## src/rtl/burst_mode_ctrl.sv

```systemverilog
// burst_mode_ctrl: CellularRAM sequencer (power-up wait, BCR write, burst read/write strobes).
// Define BURST_WAIT_EN to honour MemWait: LAT exits and XFER beats wait for MemWait low.
module burst_mode_ctrl #(
  parameter int INIT_CYCLES = 15000,
  parameter int CFG_CYCLES  = 4,
  parameter int LAT_CYCLES  = 3,
  parameter int BURST_LEN   = 16,
  parameter int REC_CYCLES  = 1
) (
  input  logic        Clk,
  input  logic        Reset,
  input  logic        Req,
  input  logic        ReqWrite,
  input  logic [19:0] ReqAddr,
  input  logic        MemWait,
  output logic        Ready,
  output logic        Busy,
  output logic        RdValid,
  output logic        WrNext,
  output logic        Done,
  output logic [2:0]  Mode,
  output logic [19:0] AddrOut,
  output logic        MemCE_n,
  output logic        MemOE_n,
  output logic        MemWE_n,
  output logic        MemADV_n,
  output logic        MemLB_n,
  output logic        MemUB_n,
  output logic        MemCRE,
  output logic        MemClkEn
);
  typedef enum logic [2:0] {S_INIT, S_CFG, S_IDLE, S_ADDR, S_LAT, S_XFER, S_REC} state_t;
  typedef struct packed {
    logic       ready, busy, rdv, wrn, done;
    logic [2:0] mode;
    logic       ce_n, oe_n, we_n, adv_n, lb_n, ub_n, cre, clken;
  } out_t;
  localparam out_t OUT_RST = '{ready: 1'b0, busy: 1'b0, rdv: 1'b0, wrn: 1'b0, done: 1'b0,
                               mode: 3'b000, ce_n: 1'b1, oe_n: 1'b1, we_n: 1'b1, adv_n: 1'b1,
                               lb_n: 1'b1, ub_n: 1'b1, cre: 1'b0, clken: 1'b0};
  state_t      state_q, state_d;
  logic [15:0] cnt_q, cnt_d;
  logic [7:0]  beat_q, beat_d;
  logic        wr_q, wr_d, cfg_q, cfg_d, stall;
  logic [19:0] addr_q, addr_d;
  out_t        o_q, o_d;
`ifdef BURST_WAIT_EN
  assign stall = MemWait;
`else
  assign stall = MemWait & 1'b0;
`endif
  always_comb begin
    state_d = state_q;
    cnt_d   = cnt_q;
    beat_d  = beat_q;
    wr_d    = wr_q;
    cfg_d   = cfg_q;
    addr_d  = addr_q;
    case (state_q)
      S_INIT: if (cnt_q == '0) begin
        state_d = S_CFG;
        cnt_d   = 16'(CFG_CYCLES - 1);
      end else cnt_d = cnt_q - 16'd1;
      S_CFG: if (cnt_q == '0) begin
        state_d = S_REC;
        cnt_d   = 16'(REC_CYCLES - 1);
        cfg_d   = 1'b1;
      end else cnt_d = cnt_q - 16'd1;
      S_IDLE: if (Req) begin
        state_d = S_ADDR;
        wr_d    = ReqWrite;
        addr_d  = ReqAddr;
      end
      S_ADDR: begin
        state_d = S_LAT;
        cnt_d   = 16'(LAT_CYCLES - 1);
      end
      S_LAT: if (cnt_q != '0) cnt_d = cnt_q - 16'd1;
      else if (!stall) begin
        state_d = S_XFER;
        beat_d  = '0;
      end
      // A beat is counted at the end of each cycle whose valid strobe was driven
      S_XFER: if (o_q.rdv | o_q.wrn) begin
        if (beat_q == 8'(BURST_LEN - 1)) begin
          state_d = S_REC;
          cnt_d   = 16'(REC_CYCLES - 1);
        end else beat_d = beat_q + 8'd1;
      end
      S_REC: if (cnt_q == '0) state_d = S_IDLE;
      else cnt_d = cnt_q - 16'd1;
      default: state_d = S_INIT;
    endcase
  end
  always_comb begin
    o_d       = OUT_RST;
    o_d.ready = (state_d == S_IDLE) && cfg_d;
    o_d.busy  = state_d inside {S_ADDR, S_LAT, S_XFER};
    o_d.done  = (state_d == S_REC) && (state_q == S_XFER);
    case (state_d)
      S_CFG: begin
        o_d.mode  = 3'b010;
        o_d.cre   = 1'b1;
        o_d.ce_n  = 1'b0;
        o_d.we_n  = 1'b0;
        o_d.adv_n = (state_q == S_CFG);
      end
      S_ADDR: begin
        o_d.mode  = 3'b100;
        o_d.ce_n  = 1'b0;
        o_d.adv_n = 1'b0;
        o_d.clken = 1'b1;
        o_d.lb_n  = 1'b0;
        o_d.ub_n  = 1'b0;
        o_d.we_n  = !wr_d;
      end
      S_LAT, S_XFER: begin
        o_d.mode  = wr_d ? 3'b011 : 3'b001;
        o_d.ce_n  = 1'b0;
        o_d.oe_n  = wr_d;
        o_d.clken = 1'b1;
        o_d.lb_n  = 1'b0;
        o_d.ub_n  = 1'b0;
        o_d.rdv   = (state_d == S_XFER) && !stall && !wr_d;
        o_d.wrn   = (state_d == S_XFER) && !stall && wr_d;
      end
      default: ;
    endcase
  end
  always_ff @(posedge Clk or posedge Reset) begin
    if (Reset) begin
      state_q <= S_INIT;
      cnt_q   <= 16'(INIT_CYCLES);
      beat_q  <= '0;
      wr_q    <= 1'b0;
      cfg_q   <= 1'b0;
      addr_q  <= '0;
      o_q     <= OUT_RST;
    end else begin
      state_q <= state_d;
      cnt_q   <= cnt_d;
      beat_q  <= beat_d;
      wr_q    <= wr_d;
      cfg_q   <= cfg_d;
      addr_q  <= addr_d;
      o_q     <= o_d;
    end
  end
  assign {Ready, Busy, RdValid, WrNext, Done, Mode, MemCE_n, MemOE_n, MemWE_n,
          MemADV_n, MemLB_n, MemUB_n, MemCRE, MemClkEn} = o_q;
  assign AddrOut = addr_q;
endmodule

```

## config.mk

```make
export PLATFORM = sky130hd
export DESIGN_NAME = burst_mode_ctrl
export DESIGN_NICKNAME = d
export VERILOG_FILES = /design/src/rtl/burst_mode_ctrl.sv
export SDC_FILE = /design/constraint.sdc
export NUM_CORES = 1
export LEC_CHECK = 0
export ABC_AREA = 1
export CORE_ASPECT_RATIO = 2
export CORE_UTILIZATION = 57
export DETAILED_ROUTE_END_ITERATION = 6
export MAX_ROUTING_LAYER = met4
export PLACE_DENSITY_LB_ADDON = 0.05
export SYNTH_ARGS = -nofsm -noshare
export SYNTH_HDL_FRONTEND = slang
export SYNTH_SLANG_ARGS = --single-unit
```

## constraint.sdc

```tcl
create_clock -name Clk -period 2.75 [get_ports Clk]
set_clock_uncertainty 0.1 [all_clocks]
set_input_delay 0.275 -clock Clk [delete_from_list [all_inputs] [get_ports Clk]]
set_output_delay 0.275 -clock Clk [all_outputs]
set_load 0.005 [all_outputs]
```

Word-level counts from Yosys, hierarchy flattened
Index checks and enable logic that the tools add are counted.
{"block": "word_totals", "out_inout_bits": 36, "ff_bits": 65, "input_bits": 25, "wordCells": 89}
{"block": "classes", "add_sub_neg": 2, "n_reduce_logical": 16, "n_eq_ne": 19, "n_mux": 31, "bitwise_logic": 1}
{"op": "2-to-1 mux 16 bit", "count": 6}
{"op": "one-hot mux 16 bit (6 select lines)", "count": 1}
{"op": "2-to-1 mux 8 bit", "count": 3}
{"op": "2-to-1 mux 3 bit", "count": 7}
{"op": "one-hot mux 3 bit (7 select lines)", "count": 1}
{"op": "equality test 3 bit, second input constant", "count": 6}
{"op": "logical NOT 16 bit", "count": 1}
{"op": "one-hot mux 8 bit (2 select lines)", "count": 1}
{"op": "nonzero test 16 bit", "count": 1}
{"op": "subtractor 16 x 1 -> 16 bit, second input constant", "count": 1}
{"op": "equality test 3 x 2 -> 1 bit, second input constant", "count": 4}
{"op": "!= test 2 bit, second input constant", "count": 6}
{"op": "one-hot mux 4 bit (3 select lines)", "count": 1}
{"op": "adder 8 x 1 -> 8 bit, second input constant", "count": 1}
{"op": "equality test 8 x 4 -> 1 bit, second input constant", "count": 1}
{"op": "2-to-1 mux 1 bit", "count": 7}
{"op": "equality test 3 x 1 -> 1 bit, second input constant", "count": 2}
{"op": "2-to-1 mux 2 bit", "count": 3}
{"op": "nonzero test 6 bit", "count": 1}
{"op": "AND reduction 5 bit", "count": 1}
{"op": "logical AND 1 bit", "count": 4}
{"op": "one-hot mux 2 bit (2 select lines)", "count": 1}
{"op": "AND reduction 4 bit", "count": 1}
{"op": "logical NOT 3 bit", "count": 1}
{"op": "other kinds (7)", "count": 7}

Longest topological paths before layout
Gate-level depths: netlist (run 1).
{"block": "logic_depth", "ltp_word": 7, "ltp_mapped": 12, "ltp_nobuf": 12}

Worst setup path after synthesis (run 1)
OpenSTA, ideal clock, no wires.
{"block": "synth_timing", "path_kind": "reg2reg", "startpoint": "register cnt_q[0]", "endpoint": "register cnt_q[10]", "stages_incl_launch_ff": 13, "path_slack_ns": 0.894, "required_ns": 2.534, "n_path_buf": 1, "synth_period_minus_slack_ns": 1.856, "arrival_time_ns": 1.640, "setup_ns": 0.116, "cell_sequence": "dfrtp_1 -> inv_1 -> ha_1 -> nand2_2 -> nor2_4 -> nand2_2 -> nand2_2 -> nand3_1 -> nand2_2 -> inv_4 -> buf_6 -> nand2_1 -> nand2_1"}
{"block": "synth_between", "elab_chain_cells": 3, "word_cells_on_any_way": 11, "classes_between": "add/sub: 1; eq/ne: 2; mux: 5; reduce/logical: 3"}
{"item": "start, declared", "line": "42", "rtl": "logic [15:0] cnt_q, cnt_d;"}
{"item": "start signal, assigned", "line": "133", "rtl": "cnt_q <= 16'(INIT_CYCLES);"}
{"item": "start signal, assigned", "line": "141", "rtl": "cnt_q <= cnt_d;"}
{"item": "subtractor 16 x 1 -> 16 bit, or another cell as far along"}
{"item": "2-to-1 mux 16 bit, or another cell as far along", "line": "90", "rtl": "S_REC: if (cnt_q == '0) state_d = S_IDLE;"}
{"item": "one-hot mux 16 bit (6 select lines) / AND reduction 5 bit (equally long branches)"}
Parallel ways exist; a longest one is shown, timed or not. The select of a mux whose other input is x is not followed.
A chain may end at the register's enable or synchronous reset.

Worst setup path after layout (run 1)
{"block": "layout_timing", "startpoint": "register cnt_q[0]", "endpoint": "register cnt_q[0]"}
The elaborated chain is that of the path after synthesis.

==> run summary, run 1 <==
Outcome - completed
FF-to-FF path depth - 11
All-Layer GR Usage - 30.59%
Peak VDD IR - 0.9671 mV
Final ANT Viol Nets - 0
Rows - 39
CTS resizes - 0
TNS Setup - 0 ps
Core Area - 0.005709 mm^2
Iter 0 DRT Violations - 188
Period minus WS final - 2353 ps
Post-Syn Instances - 453
Setup ws final - 397.1 ps
CTS root buffer - clkbuf_16
Via count - 3198
CP Data Required Time - 2860 ps
Remaining DRCs - 0
# Post-CTS Setup Buffers - 0
Sequential-to-total area share from yosys stat - 47.02%
Fin. Hold Viols - 0
Final setup fails - 0
Clk buf depth - 2
CTS tree - yes
Pwr dens - 1187 mW/mm^2
CTS Sinks - 63
Pin count of the biggest net entering global routing - 64
Die area - 0.006268 mm^2
Synth-to-layout area growth - 27.84%
First-pass GRT wire length - 14.32 mm
Synth Net Count - 480
Via-to-Cell Ratio - 5.523
Setup WS pre-CTS - 452.5 ps
CP arrival - 2460 ps
Drt pass-1 iters - 5
Worst min-delay path class - input port to async pin
Synthesized flop and latch total - 63
Syn_area_per_cell - 7.471 um^2
Vias in the first global route - 3269
Initial antenna violation count - 0
Synth unique cells - 29
Reg-to-reg setup timing slack - 400 ps
Hold buffer count at CTS - 0
Leakage - 2.138 nW
Worst r2r src - cnt_q[0]
Final WL - 8.368 mm
Post-route insts no fill - 579
Clock latency on the worst-skew pair - 330 ps
Crit. End Element - flop
Vert. Die Dim - 111.0 um
Die width - 56.49 um
Setup CP Type - flop to flop
Fin crit share - 85.56%
Num CTS Buffers - 9
Max_cap viols - 0
H-tree depth - 3
Initial Util - 59.28%
Post-synth design cell area - 0.003384 mm^2
Per-cell routed wire length - 14.45 um
Top Ports - 61
Pwr Total - 5.138 mW
Synth warn - 0
F_max - 0.4250 GHz
Share of cells above drive strength 1 - 11.00%
Antenna Cells - 0
Clk pin slew, worst setup/hold paths - 50 ps
Max Slew Vio Count - 0
Dpl cells - 563
Detail Placement HPWL - 5.775 mm
Worst rel slew slack - 63.28%
Count of nets after finishing - 540
Slew @ Worst Pin - 548.7 ps
Critical path peak fanout - 19
I/O Buffers - 59
Grt total ovfl - 0
RD Place Congestion - 0.9648
R2r endpoint - cnt_q[0]
RSZ-0062 raised after global routing - no
Worst setup SP type - flop
==> area by class of cell <==
class / instances / area (um^2)
sequential: 63 / 1592
tap: 61 / 76.32
timing repair buffer: 64 / 640.6
inverter: 45 / 171.4
clock buffer: 14 / 274.0
fill: 433 / 1383
clock inverter: 2 / 37.54
multi-input combinational: 330 / 1535
==> worst max path at each step <==
stage | startpoint | to | slack (ps)
floorplan | Reset | AddrOut[0] | 830
global placement | cnt_q[0] | cnt_q[1] | 490
detailed placement | cnt_q[0] | cnt_q[0] | 450
CTS | cnt_q[0] | cnt_q[0] | 420
global route | cnt_q[0] | cnt_q[1] | 240
finish | cnt_q[0] | cnt_q[0] | 400
==> worst max-delay path: stages, from the launching register on <==
cell and delay [ps]:
dfrtp_1 420, inv_1 120, ha_1 270, nand2_2 170
nor2_4 200, nand2_2 100, nand2_2 90, nand3_1 120
nand2_2 310, inv_4 160, nand2_1 100, o21ai_0 70
==> per-stage QoR <==
| step | utilization [%] | hold WS (ps) | instance area [um^2] |
|---|---|---|---|
| finish | 75.78 | 225.0 | 4327 |
| global route | 75.78 | 267.7 | 4327 |
| CTS | 75.78 | 246.3 | 4327 |
| detailed placement | 70.33 | 360.0 | 4015 |
| global placement | 70.33 | 349.2 | 4015 |
| floorplan | - | 250.2 | 3385 |
==> state kept, by name, summed over array words and instances (netlist names) <==
name	cells
cfg_q	1
cnt_q	16
Mode	3
Busy	1
MemLB_n	1
beat_q	8
wr_q	1
Done	1
MemCE_n	1
RdValid	1
MemADV_n	1
MemCRE	1
AddrOut	20
state_q	3
Ready	1
WrNext	1
MemWE_n	1
MemOE_n	1
==> per-layer routing <==
metal  part of all wire [%]  vias up  GRT usage, %
li1                       -     1553             -
met1                     36     1503         29.04
met2                     55      113         54.59
met3                    4.4       29         5.601
met4                    4.4        0         18.86
met5                      0        -             -
==> cell usage after synthesis <==
cell / n / area (um^2)
nand2_1: 175 / 656.9
dfrtp_1: 51 / 1276
nand3_1: 46 / 230.2
inv_1: 38 / 142.6
nor2_1: 36 / 135.1
nand4_1: 18 / 112.6
dfstp_2: 12 / 315.3
o21ai_0: 8 / 40.04
xor2_1: 8 / 70.07
nor3_1: 7 / 35.03
buf_2: 6 / 30.03
inv_2: 6 / 22.52
nand2_2: 6 / 37.54
nor2_2: 5 / 31.28
buf_4: 4 / 30.03
clkbuf_1: 4 / 15.01
o31ai_1: 4 / 30.03
nor2_4: 3 / 33.78
o211ai_1: 3 / 22.52
ha_1: 2 / 25.02
or2_2: 2 / 12.51
xnor2_1: 2 / 17.52
buf_6: 1 / 11.26
inv_4: 1 / 6.260
nand3_2: 1 / 10.01
nor3_4: 1 / 16.27
o21ai_1: 1 / 5.000
o21bai_1: 1 / 7.510
or2_1: 1 / 6.260
==> power by group <==
group | leakage (nW) | switching, mW | total (mW) | internal, mW
clock network | 0.149 | 0.392 | 1.17 | 0.776
logic | 1.22 | 1.59 | 2.50 | 0.910
registers | 0.770 | 0.221 | 1.47 | 1.25
total | 2.14 | 2.21 | 5.14 | 2.93
==> cell usage in the layout, fill, tap and decap left out, types with 4 or more instances in the layout <==
| cell | synthesis | routed |
|---|---|---|
| nor2_2 | 5 | 5 |
| clkbuf_16 | 0 | 9 |
| inv_2 | 6 | 7 |
| buf_4 | 4 | 4 |
| xor2_1 | 8 | 8 |
| o21ai_0 | 8 | 8 |
| inv_1 | 38 | 37 |
| nand2_2 | 6 | 6 |
| o31ai_1 | 4 | 4 |
| nor2_1 | 36 | 36 |
| clkdlybuf4s50_1 | 0 | 59 |
| nor3_1 | 7 | 7 |
| nand3_1 | 46 | 46 |
| dfstp_2 | 12 | 12 |
| nand4_1 | 18 | 18 |
| nand2_1 | 175 | 175 |
| dfrtp_1 | 51 | 51 |
==> cell families (layout without fill, tap and decap cells) <==
| kind of cell | Yosys count | count (layout) | share of synthesized area, % |
|---|---|---|---|
| adders and majority gates | 2 | 2 | 0.7393 |
| xor gates and xnor gates | 10 | 10 | 2.588 |
| and+or+nand+nor | 301 | 301 | 38.93 |
| DFF | 63 | 63 | 47.02 |
| buffers and inverters | 60 | 125 | 7.616 |
| AOI/OAI and AO/OA | 17 | 17 | 3.105 |
No activity file was read; power rests on OpenSTA's default activity.
==> inputs of run 2 (changes only) <==
Settings changed: ABC_CLOCK_PERIOD_IN_PS from default to 2750.
==> results of run 2 <==
Same layout as run 1: the final DEF is identical, and so are final timing and power.
